===== src/rtl/mnist_pattern_sequencer.sv =====
// Streams stored image frames byte-by-byte to a classifier core, latches the
// core's answer once per frame and steps through the stored patterns either
// on a dwell timer or on a debounced push-button.
`timescale 1ns/1ps

module mnist_pattern_sequencer #(
  parameter int unsigned NUM_PATTERNS    = 4,
  parameter int unsigned FRAME_BYTES     = 32,
  parameter int unsigned BYTE_W          = 8,
  parameter int unsigned RESULT_W        = 4,
  parameter int unsigned LATCH_OFFSET    = 3,
  parameter int unsigned DWELL_CYCLES    = 12000000,
  parameter int unsigned DEBOUNCE_CYCLES = 120000
) (
  input  logic                                           clk,
  input  logic                                           rst_n,
  input  logic                                           mode_auto,
  input  logic                                           btn_next,
  input  logic                                           pat_wr_en,
  input  logic [$clog2(NUM_PATTERNS*FRAME_BYTES)-1:0]    pat_wr_addr,
  input  logic [BYTE_W-1:0]                              pat_wr_data,
  output logic [BYTE_W-1:0]                              core_in,
  input  logic [RESULT_W-1:0]                            core_result,
  output logic                                           frame_start,
  output logic [$clog2(NUM_PATTERNS)-1:0]                pattern_sel,
  output logic [RESULT_W-1:0]                            result_out,
  output logic                                           result_valid
);

  localparam int unsigned DEPTH   = NUM_PATTERNS * FRAME_BYTES;
  localparam int unsigned ADDR_W  = $clog2(DEPTH);
  localparam int unsigned SEL_W   = $clog2(NUM_PATTERNS);
  localparam int unsigned IDX_W   = $clog2(FRAME_BYTES);
  localparam int unsigned DWELL_W = (DWELL_CYCLES > 1) ? $clog2(DWELL_CYCLES) : 1;
  localparam int unsigned DEB_W   = (DEBOUNCE_CYCLES > 1) ? $clog2(DEBOUNCE_CYCLES) : 1;

  localparam logic [IDX_W-1:0]   IDX_LAST   = IDX_W'(FRAME_BYTES - 1);
  localparam logic [IDX_W-1:0]   LATCH_IDX  = IDX_W'(LATCH_OFFSET);
  localparam logic [SEL_W-1:0]   SEL_LAST   = SEL_W'(NUM_PATTERNS - 1);
  localparam logic [DWELL_W-1:0] DWELL_LAST = DWELL_W'(DWELL_CYCLES - 1);
  localparam logic [DEB_W-1:0]   DEB_LAST   = DEB_W'(DEBOUNCE_CYCLES - 1);

  typedef enum logic {
    ADV_IDLE,
    ADV_PENDING
  } adv_state_t;

  logic [BYTE_W-1:0]  mem [DEPTH];
  logic [IDX_W-1:0]   idx;
  logic [ADDR_W-1:0]  rd_addr;
  logic               wrap;

  logic               sync1;
  logic               sync2;
  logic               deb_state;
  logic [DEB_W-1:0]   deb_cnt;
  logic               deb_rise;

  logic               mode_prev;
  logic               mode_change;
  logic [DWELL_W-1:0] dwell;
  logic               dwell_tc;
  logic               new_evt;

  adv_state_t         adv_state;
  adv_state_t         adv_next;
  logic               advance;

  assign wrap        = (idx == IDX_LAST);
  assign rd_addr     = ADDR_W'(32'(pattern_sel) * FRAME_BYTES + 32'(idx));
  assign mode_change = (mode_auto != mode_prev);
  assign dwell_tc    = (dwell == DWELL_LAST);
  assign deb_rise    = sync2 && !deb_state && (deb_cnt == DEB_LAST);
  assign new_evt     = mode_auto ? dwell_tc : deb_rise;

  // Pattern memory: not reset, and writes are blocked while reset is asserted.
  always_ff @(posedge clk) begin
    if (rst_n && pat_wr_en) begin
      mem[pat_wr_addr] <= pat_wr_data;
    end
  end

  // Button synchroniser and debouncer; the count restarts whenever the
  // synchronised level matches the accepted level again.
  always_ff @(posedge clk) begin
    if (!rst_n) begin
      sync1     <= 1'b0;
      sync2     <= 1'b0;
      deb_cnt   <= '0;
      deb_state <= 1'b0;
    end else begin
      sync1 <= btn_next;
      sync2 <= sync1;
      if (sync2 == deb_state) begin
        deb_cnt <= '0;
      end else if (deb_cnt == DEB_LAST) begin
        deb_cnt   <= '0;
        deb_state <= sync2;
      end else begin
        deb_cnt <= deb_cnt + DEB_W'(1);
      end
    end
  end

  // Dwell timer: runs only in auto mode and restarts on every mode change.
  always_ff @(posedge clk) begin
    if (!rst_n) begin
      mode_prev <= mode_auto;
      dwell     <= '0;
    end else begin
      mode_prev <= mode_auto;
      if (mode_change || !mode_auto || dwell_tc) begin
        dwell <= '0;
      end else begin
        dwell <= dwell + DWELL_W'(1);
      end
    end
  end

  // Advance-request state register.
  always_ff @(posedge clk) begin
    if (!rst_n) begin
      adv_state <= ADV_IDLE;
    end else begin
      adv_state <= adv_next;
    end
  end

  // Advance-request next state: a pending request is consumed only at the
  // frame boundary; a request arriving on that same edge stays pending.
  always_comb begin
    adv_next = adv_state;
    advance  = 1'b0;
    if (mode_change) begin
      adv_next = ADV_IDLE;
    end else begin
      if (wrap && (adv_state == ADV_PENDING)) begin
        advance = 1'b1;
      end
      if (new_evt) begin
        adv_next = ADV_PENDING;
      end else if (advance) begin
        adv_next = ADV_IDLE;
      end
    end
  end

  // Free-running byte index and active pattern number.
  always_ff @(posedge clk) begin
    if (!rst_n) begin
      idx         <= '0;
      pattern_sel <= '0;
    end else begin
      idx <= wrap ? '0 : idx + IDX_W'(1);
      if (advance) begin
        pattern_sel <= (pattern_sel == SEL_LAST) ? '0 : pattern_sel + SEL_W'(1);
      end
    end
  end

  // Registered byte stream, frame marker and once-per-frame result latch.
  always_ff @(posedge clk) begin
    if (!rst_n) begin
      core_in      <= '0;
      frame_start  <= 1'b0;
      result_out   <= '0;
      result_valid <= 1'b0;
    end else begin
      core_in     <= mem[rd_addr];
      frame_start <= (idx == '0);
      if (idx == LATCH_IDX) begin
        result_out   <= core_result;
        result_valid <= 1'b1;
      end else begin
        result_valid <= 1'b0;
      end
    end
  end

endmodule


===== config.mk =====
export PLATFORM = sky130hd
export DESIGN_NAME = mnist_pattern_sequencer
export DESIGN_NICKNAME = d
export VERILOG_FILES = /design/src/rtl/mnist_pattern_sequencer.sv
export SDC_FILE = /design/constraint.sdc
export NUM_CORES = 1
export LEC_CHECK = 0
export CORE_ASPECT_RATIO = 1.1
export CORE_MARGIN = 8
export CORE_UTILIZATION = 47
export CTS_BUF_LIST = sky130_fd_sc_hd__clkbuf_4
export DETAILED_ROUTE_END_ITERATION = 12
export SETUP_SLACK_MARGIN = 0.3
export SYNTH_ARGS = -nofsm -noshare
export SYNTH_HDL_FRONTEND = slang
export SYNTH_SLANG_ARGS = --single-unit

===== constraint.sdc =====
create_clock -name clk -period 5.81 [get_ports clk]
set_clock_uncertainty 0.05 [all_clocks]
set_input_delay 1.162 -clock clk [delete_from_list [all_inputs] [get_ports clk]]
set_output_delay 1.162 -clock clk [all_outputs]
set_load 0.02 [all_outputs]

==> impl_metrics.csv <==
group,metric,value,unit
hold_path,min-delay-path-class,"register to register",
power,static-leakage-power,15.2,nW
clock_network,clock_latency,1150,ps
run,max_cap_violations,0,
layout,final-instance-count-excl-fill,3923,
routing,vias,23300,
routing,met3_wirelength,10100,µm
yosys,synth_seq_area_share,0.750,
yosys,yosys_warnings,0,
yosys,synth-seq-cells,1091,
critical_path,endpoint,"core_in[7]",
grt,grt_start_max_net_pins,82,
yosys,syn-instance-count,2289,
critical_path,endpoint_of_the_lowest_slack_register_to_register_path,"core_in[7]",
routing,met1Wirelength,45000,µm
clock_network,cts_tree,"yes",
power,clock_power_share,0.397,
floorplanning,fp.dieArea,101000,µm²
clock_network,clkSlewWorstSetupHoldPaths,70,ps
floorplanning,floorplan.initialDensity,0.472,
critical_path,worst_r2r_path_depth,7,
floorplanning,core,90600,µm²
grt,grt_pass1_vias,24000,
routing,detail_route.wirelength,112000,µm
routing,drcViolationCount,0,
critical_path,startpoint_type,"register",
timing,maxClockFrequency,254,MHz
critical_path,crit_path_max_incr_delay,980,ps
clock_network,post_cts_resized,0,
layout,layout_common_cells,"sky130_fd_sc_hd__edfxtp_1 (1,024), sky130_fd_sc_hd__clkbuf_4 (403), sky130_fd_sc_hd__nor2_1 (197)",
yosys,post_synth_instance_area,42800,µm²
clock_network,cts_hold_buf,0,
routing,top_layer_used,"met5",
grt,track_usage,0.219,
yosys,avg_inst_size_synth,18.7,µm²
timing,fin_tns_setup,0,ps
critical_path,worstPathCellList,"buf_4 > and2_1 > buf_4 > a22o_1 > a211oi_1 > a211oi_1 > a31o_1",
critical_path,critical_path_arrival,4880,ps
critical_path,worstSetupEndpointType,"register",
clock_network,clock_tree.buffer_depth,4,
power,power_density,333,nW/µm²
placed_design,port-buffer-count,39,
power,seq_power_share,0.544,
yosys,synth_ff_type,"sky130_fd_sc_hd__edfxtp_1",
critical_path,setup.worst_path.start,"idx[3]",
timing,max_slew_margin,0.134,
layout,fillCellCount,7347,
timing,period_needed,3940,ps
layout,drive_gt1_frac,0.250,
critical_path,worst_ep_required_time,6740,ps
yosys,synth_edf_count,1024,
critical_path,crit_path_max_fanout,20,
grt,globalRoute.totalOverflow,0,
routing,drt_iter0_markers,2361,
power,vdd_drop_max,192,µV
clock_network,cts_num_sinks,1091,
clock_network,cts_htree_levels,5,
critical_path,critical_path_depth,7,
layout,mostFrequentLayoutCell,"sky130_fd_sc_hd__edfxtp_1",
grt,initial_antenna_violation_count,4,
timing,setup-violations-final,0,
timing,worst-slew-pin-transition,1300,ps
power,switchingPower,3.65,mW
critical_path,critical-path-slowest-cell,"sky130_fd_sc_hd__dfxtp_1",
floorplanning,row_count,116,
yosys,synth-async-reset-ratio,0,
floorplanning,boundaryPins,40,
yosys,net_count_of_the_mapped_netlist,2321,
run_status,run_status,"completed",
placed_design,dp_cells,3444,
critical_path,setup.reg_to_reg.worst_slack,1870,ps
routing,route.met2.wl,54100,µm
grt,grt_first_pass_wirelength,163000,µm
routing,ant_nets,0,
layout,final_core_util,0.527,
placed_design,gp_congestion,0.842,
layout,design.final.nets,2586,
timing,drv_slew,0,
routing,post_drt_via_cell_ratio,5.95,
timing,layout_worst_path_cycle_share,0.679,
critical_path,critical_path.top_delay_family,"compound AO/OA/AOI/OAI gates",
critical_path,worst_setup_path_type,"register to register",
placed_design,dpl.hpwl,69000,µm
clock_network,postCtsSetupBuffers,0,
floorplanning,fp.dieW,304,µm
timing,rsz_0062_raised_after_global_routing,"false",
clock_network,numCtsBuffers,288,
power,cell_internal_pwr,12.3,mW
critical_path,sum_of_buffers_and_inverters_on_the_critical_path,2,
power,power.share.switching,0.229,
floorplanning,die_y,332,µm
timing,timing_hold_violations_final,0,
routing,wire_per_inst,28.6,µm
power,combPwrFrac,0.059,
routing,detail_route.first_pass.iterations,6,
clock_network,cts_root_buffer,"sky130_fd_sc_hd__clkbuf_4",
critical_path,regToRegStartpoint,"idx[3]",
layout,area_growth_syn_to_layout,11.5,%
yosys,synth_cell_type_count,64,
logic make-up (layout without fill, tap and decap cells):
| family | after synthesis | count (layout) | share of synthesized area |
|---|---|---|---|
| flops | 1091 | 1091 | 0.750 |
| other cells | 0 | 3 | 0 |
| buf+inv | 140 | 591 | 0.0210 |
| simple gates | 397 | 397 | 0.0426 |
| xor+xnor | 39 | 39 | 0.00798 |
| compound gates | 256 | 256 | 0.0422 |
| mux | 358 | 358 | 0.134 |
| fa+ha+maj | 8 | 8 | 0.00234 |
synthesized netlist by cell type (all sizes together), types with 4 or more instances:
master	count	area, µm²
and2	8	50.1
mux2i	164	1640
a211oi	34	260
nand3	37	185
mux2	32	360
inv	14	52.6
nand3b	9	67.6
nand4	14	87.6
edfxtp	1024	30700
dfxtp	67	1340
a22o	8	70.1
a21oi	34	170
nand2b	4	25.0
o22ai	52	325
clkbuf	55	206
or3b	5	43.8
o21ai	31	155
a211o	9	78.8
xnor2	18	158
ha	8	100
a22oi	17	128
buf	71	641
xor2	21	184
a221oi	9	78.8
o221ai	32	280
nor4	5	31.3
nor2b	18	113
nand2	71	267
and3	6	37.5
mux4	162	3720
a2111oi	9	85.1
nor2	199	747
and4	4	35.0
worst min path at each step:
stage               slack [ps]            from    endpoint  depth (start not counted)
finish                     390           sync1       sync2                          1
global route               320  pat_wr_data[0]  mem[20][0]                          1
CTS                        300  pat_wr_data[0]  mem[20][0]                          1
detailed placement         380           sync1       sync2                          1
global placement           380           sync1       sync2                          1
floorplan                  360           sync1       sync2                          1
flip-flops by register name, summed over array words and instances, names as in the netlist:
register	cells
sync1	1
idx	5
frame_start	1
result_out	4
deb_state	1
adv_state	1
mem	1024
core_in	8
deb_cnt	17
dwell	24
result_valid	1
pattern_sel	2
mode_prev	1
sync2	1
routing by layer:
layer / global-route usage / vias to the layer above
li1: - / 9977
met1: 0.290 / 12000
met2: 0.351 / 1157
met3: 0.0588 / 207
met4: 0.0752 / 2
met5: 0 / -
power by group through the flow:
stage	clock network (mW)	registers (mW)	logic, mW
after floorplan	0	8.80	0.549
after global placement	0	8.82	0.932
after detailed placement	0	8.82	0.939
after CTS	6.46	8.65	0.940
after global routing	6.86	8.65	0.985
final	6.32	8.65	0.938
per-stage QoR:
stage                     worst slack [ps]  power [mW]  cell area, µm²  hold WS, ps
after detailed placement              1280        9.76           44300          376
after CTS                             2000        16.1           47700          296
after floorplan                       2790        9.35           42800          362
after global routing                  1720        16.5           47700          319
final                                 1870        15.9           47700          392
after global placement                1330        9.75           44300          380
cell type report:
| cell class | instances | area [µm²] | share of cell area |
|---|---|---|---|
| Antenna cell | 3 | 7.51 | 0.000157 |
| Timing Repair Buffer | 101 | 861 | 0.0180 |
| Inverter | 14 | 52.6 | 0.00110 |
| Clock inverter | 73 | 374 | 0.00784 |
| Clock buffer | 403 | 3030 | 0.0634 |
| Multi-Input combinational cell | 1058 | 9810 | 0.206 |
| Tap cell | 1180 | 1480 | 0.0309 |
| Sequential cell | 1091 | 32100 | 0.673 |
Note: power is estimated with default switching activity, not from simulation.
==> RTL change: new RTL, same settings <==
Put one more register stage on the output `core_in`, cleared by the reset. The value now appears one clock later. The other outputs are not delayed to match.
--- a/src/rtl/mnist_pattern_sequencer.sv
+++ b/src/rtl/mnist_pattern_sequencer.sv
@@ -45,4 +45,6 @@
     ADV_PENDING
   } adv_state_t;
+
+  logic [BYTE_W-1:0] core_in_s0;
 
   logic [BYTE_W-1:0]  mem [DEPTH];
@@ -162,10 +164,10 @@
   always_ff @(posedge clk) begin
     if (!rst_n) begin
-      core_in      <= '0;
+      core_in_s0   <= '0;
       frame_start  <= 1'b0;
       result_out   <= '0;
       result_valid <= 1'b0;
     end else begin
-      core_in     <= mem[rd_addr];
+      core_in_s0  <= mem[rd_addr];
       frame_start <= (idx == '0);
       if (idx == LATCH_IDX) begin
@@ -178,4 +180,12 @@
   end
 
+  always_ff @(posedge clk) begin
+    if (!rst_n) begin
+      core_in <= '0;
+    end else begin
+      core_in <= core_in_s0;
+    end
+  end
+
 endmodule
 
Function: not settled (the Yosys comparison gave no result); the edit may change what the design does.
==> RTL change against the original RTL <==
Sequential cell count is 8 higher; wire length is 2.8% lower; core utilization is 0.16 points higher; critical path depth is 1 higher; synthesized area hardly changed; design area is 0.30% higher; power hardly changed; combinational power is 8.2% lower; setup slack better by 0.14 ns; sequential power is 0.6% higher; highest routed layer is now met4.
==> RTL change: results (changes against the original RTL) <==
Run status
  • Status: finished clean (unchanged)

Global route
  • Initial antenna violation count: 2 (was 4)
  • Gr usage total: 21.4% (was 21.9%)
  • Largest net degree at the start of global routing: 87 (was 82)
  • Vias in the first global route: 23900 (was 24000)
  • First-pass GRT wire length: 160000 um (was 163000 um)

Cells and area
  • Number of fill cells: 7231 (was 7347)
  • Clock buffer cells: 394 (was 403)
  • Inverter count: 20 (was 14)
  • Register area: 32300 um^2 (was 32100 um^2)
  • ClkCell Share: 7.18% (was 7.13%)
  • Layout cells sized above 1: 26.3% (was 25.0%)
  • Nonclk buf count: 91 (was 101)
  • # nets final: 2526 (was 2586)
  • Signal buf overhead: 1.75% (was 1.80%)
  • Multi-input gate area: 9760 um^2 (was 9810 um^2)
  • Number of diodes: 1 (was 3)

Placement
  • Instance area after placement: 44400 um^2 (was 44300 um^2)
  • Setup WS pre-CTS: 1.18 ns (was 1.28 ns)
  • GP Congestion: 0.871 (was 0.842)
  • Inst Count DP: 3379 (was 3444)
  • Dpl hpwl: 66100 um (was 69000 um)

Min path
  • Hold path start: pat_wr_data[6] (was sync1)
  • WHS Endpoint: mem[123][6] (was sync2)
  • Hold Path Class: in2reg (was reg2reg)

Clock tree
  • CTS buffer count: 293 (was 288)
  • Clk_lat worst skew: 1.09 ns (was 1.15 ns)

Timing
  • Worst-Margin Slew: 1.14 ns (was 1.30 ns)
  • Tcrit/Tclk final: 65.4% (was 67.9%)

Pwr
  • Sequential share of power: 54.7% (was 54.4%)
  • Psw: 0.00360 W (was 0.00365 W)
  • Peak supply drop: 0.209 mV (was 0.192 mV)
  • Pwr Density: 333 nW/um^2 (about the same)
  • LEAKAGE: 15.1 nW (was 15.2 nW)

Synth
  • Number of synthesized flops with an enable pin: 1024 (unchanged)
  • Post-synthesis mux area share: 13.4% (about the same)
  • Post-synthesis sequential area ratio: 75.4% (was 75.0%)
  • Net Count, Synth: 2264 (was 2321)
  • Yosys cell types: 56 (was 64)
  • FF+latch count, synth: 1099 (was 1091)
  • Synth Area in Compound Gates: 4.32% (was 4.22%)
  • Ranking of synthesized cells by instance count: edfxtp_1, nor2_1, mux4_2 (was edfxtp_1, nor2_1, mux2i_1)
  • XOR/XNOR Fraction of Synth Area: 0.799% (was 0.798%)
  • Synth Area in Adders: 0.234% (about the same)
  • Synth Area per Inst: 19.2 um^2 (was 18.7 um^2)

Setup path
  • Data arrival time of the critical path: 4.73 ns (was 4.88 ns)
  • Crit Reg-Reg Endpoint: core_in_s0[7] (was core_in[7])
  • Worst-path cell with the longest stage delay: dfxtp_4 (was dfxtp_1)
  • CP peak stage delay: 0.72 ns (was 0.98 ns)
  • R2R Setup Slk: 2.01 ns (was 1.87 ns)
  • Crit path max fanout: 26 (was 20)
  • R2r worst-path depth: 8 (was 7)
  • Worst r2r src: idx[1] (was idx[3])
  • Crit path to: core_in_s0[7] (was core_in[7])

Route
  • TritonRoute pass-1 iters: 8 (was 6)
  • Routed vias/inst: 5.93 (was 5.95)
  • WL/cell: 28.2 um (was 28.6 um)
  • Iter 0 DRT Violations: 2305 (was 2361)
  • Routed vias: 22900 (was 23300)
[RTL change: cell types whose count changed after synthesis, moves of 15 or more]
cell      unedited run  this run
a211o_1              9        42
a211oi_1            33        16
a21oi_1             34         1
a22o_1               8        36
mux2i_1            164       134
mux4_1              19         0
mux4_2             143       181
nand2_1             71        33
nor3_1               3        18
o211ai_1             3        28
o21ai_0             28         7
[RTL change: per-layer routing]
layer | track usage (%) | part of all wire, % | vias up
met4 | 8.23 | 2.9 | 0
met1 | 28.3 | 41 | 11900
met3 | 5.60 | 8.3 | 165
met2 | 33.9 | 48 | 1065
met5 | 0 | 0 | -
li1 | - | - | 9802
[RTL change: through the flow]
| stage | hold WS, ns | util (%) |
|---|---|---|
| after floorplan | 0.362 | - |
| after global placement | 0.378 | 49.0 |
| after detailed placement | 0.389 | 49.0 |
| after CTS | 0.273 | 52.8 |
| after global routing | 0.324 | 52.8 |
| final | 0.373 | 52.8 |
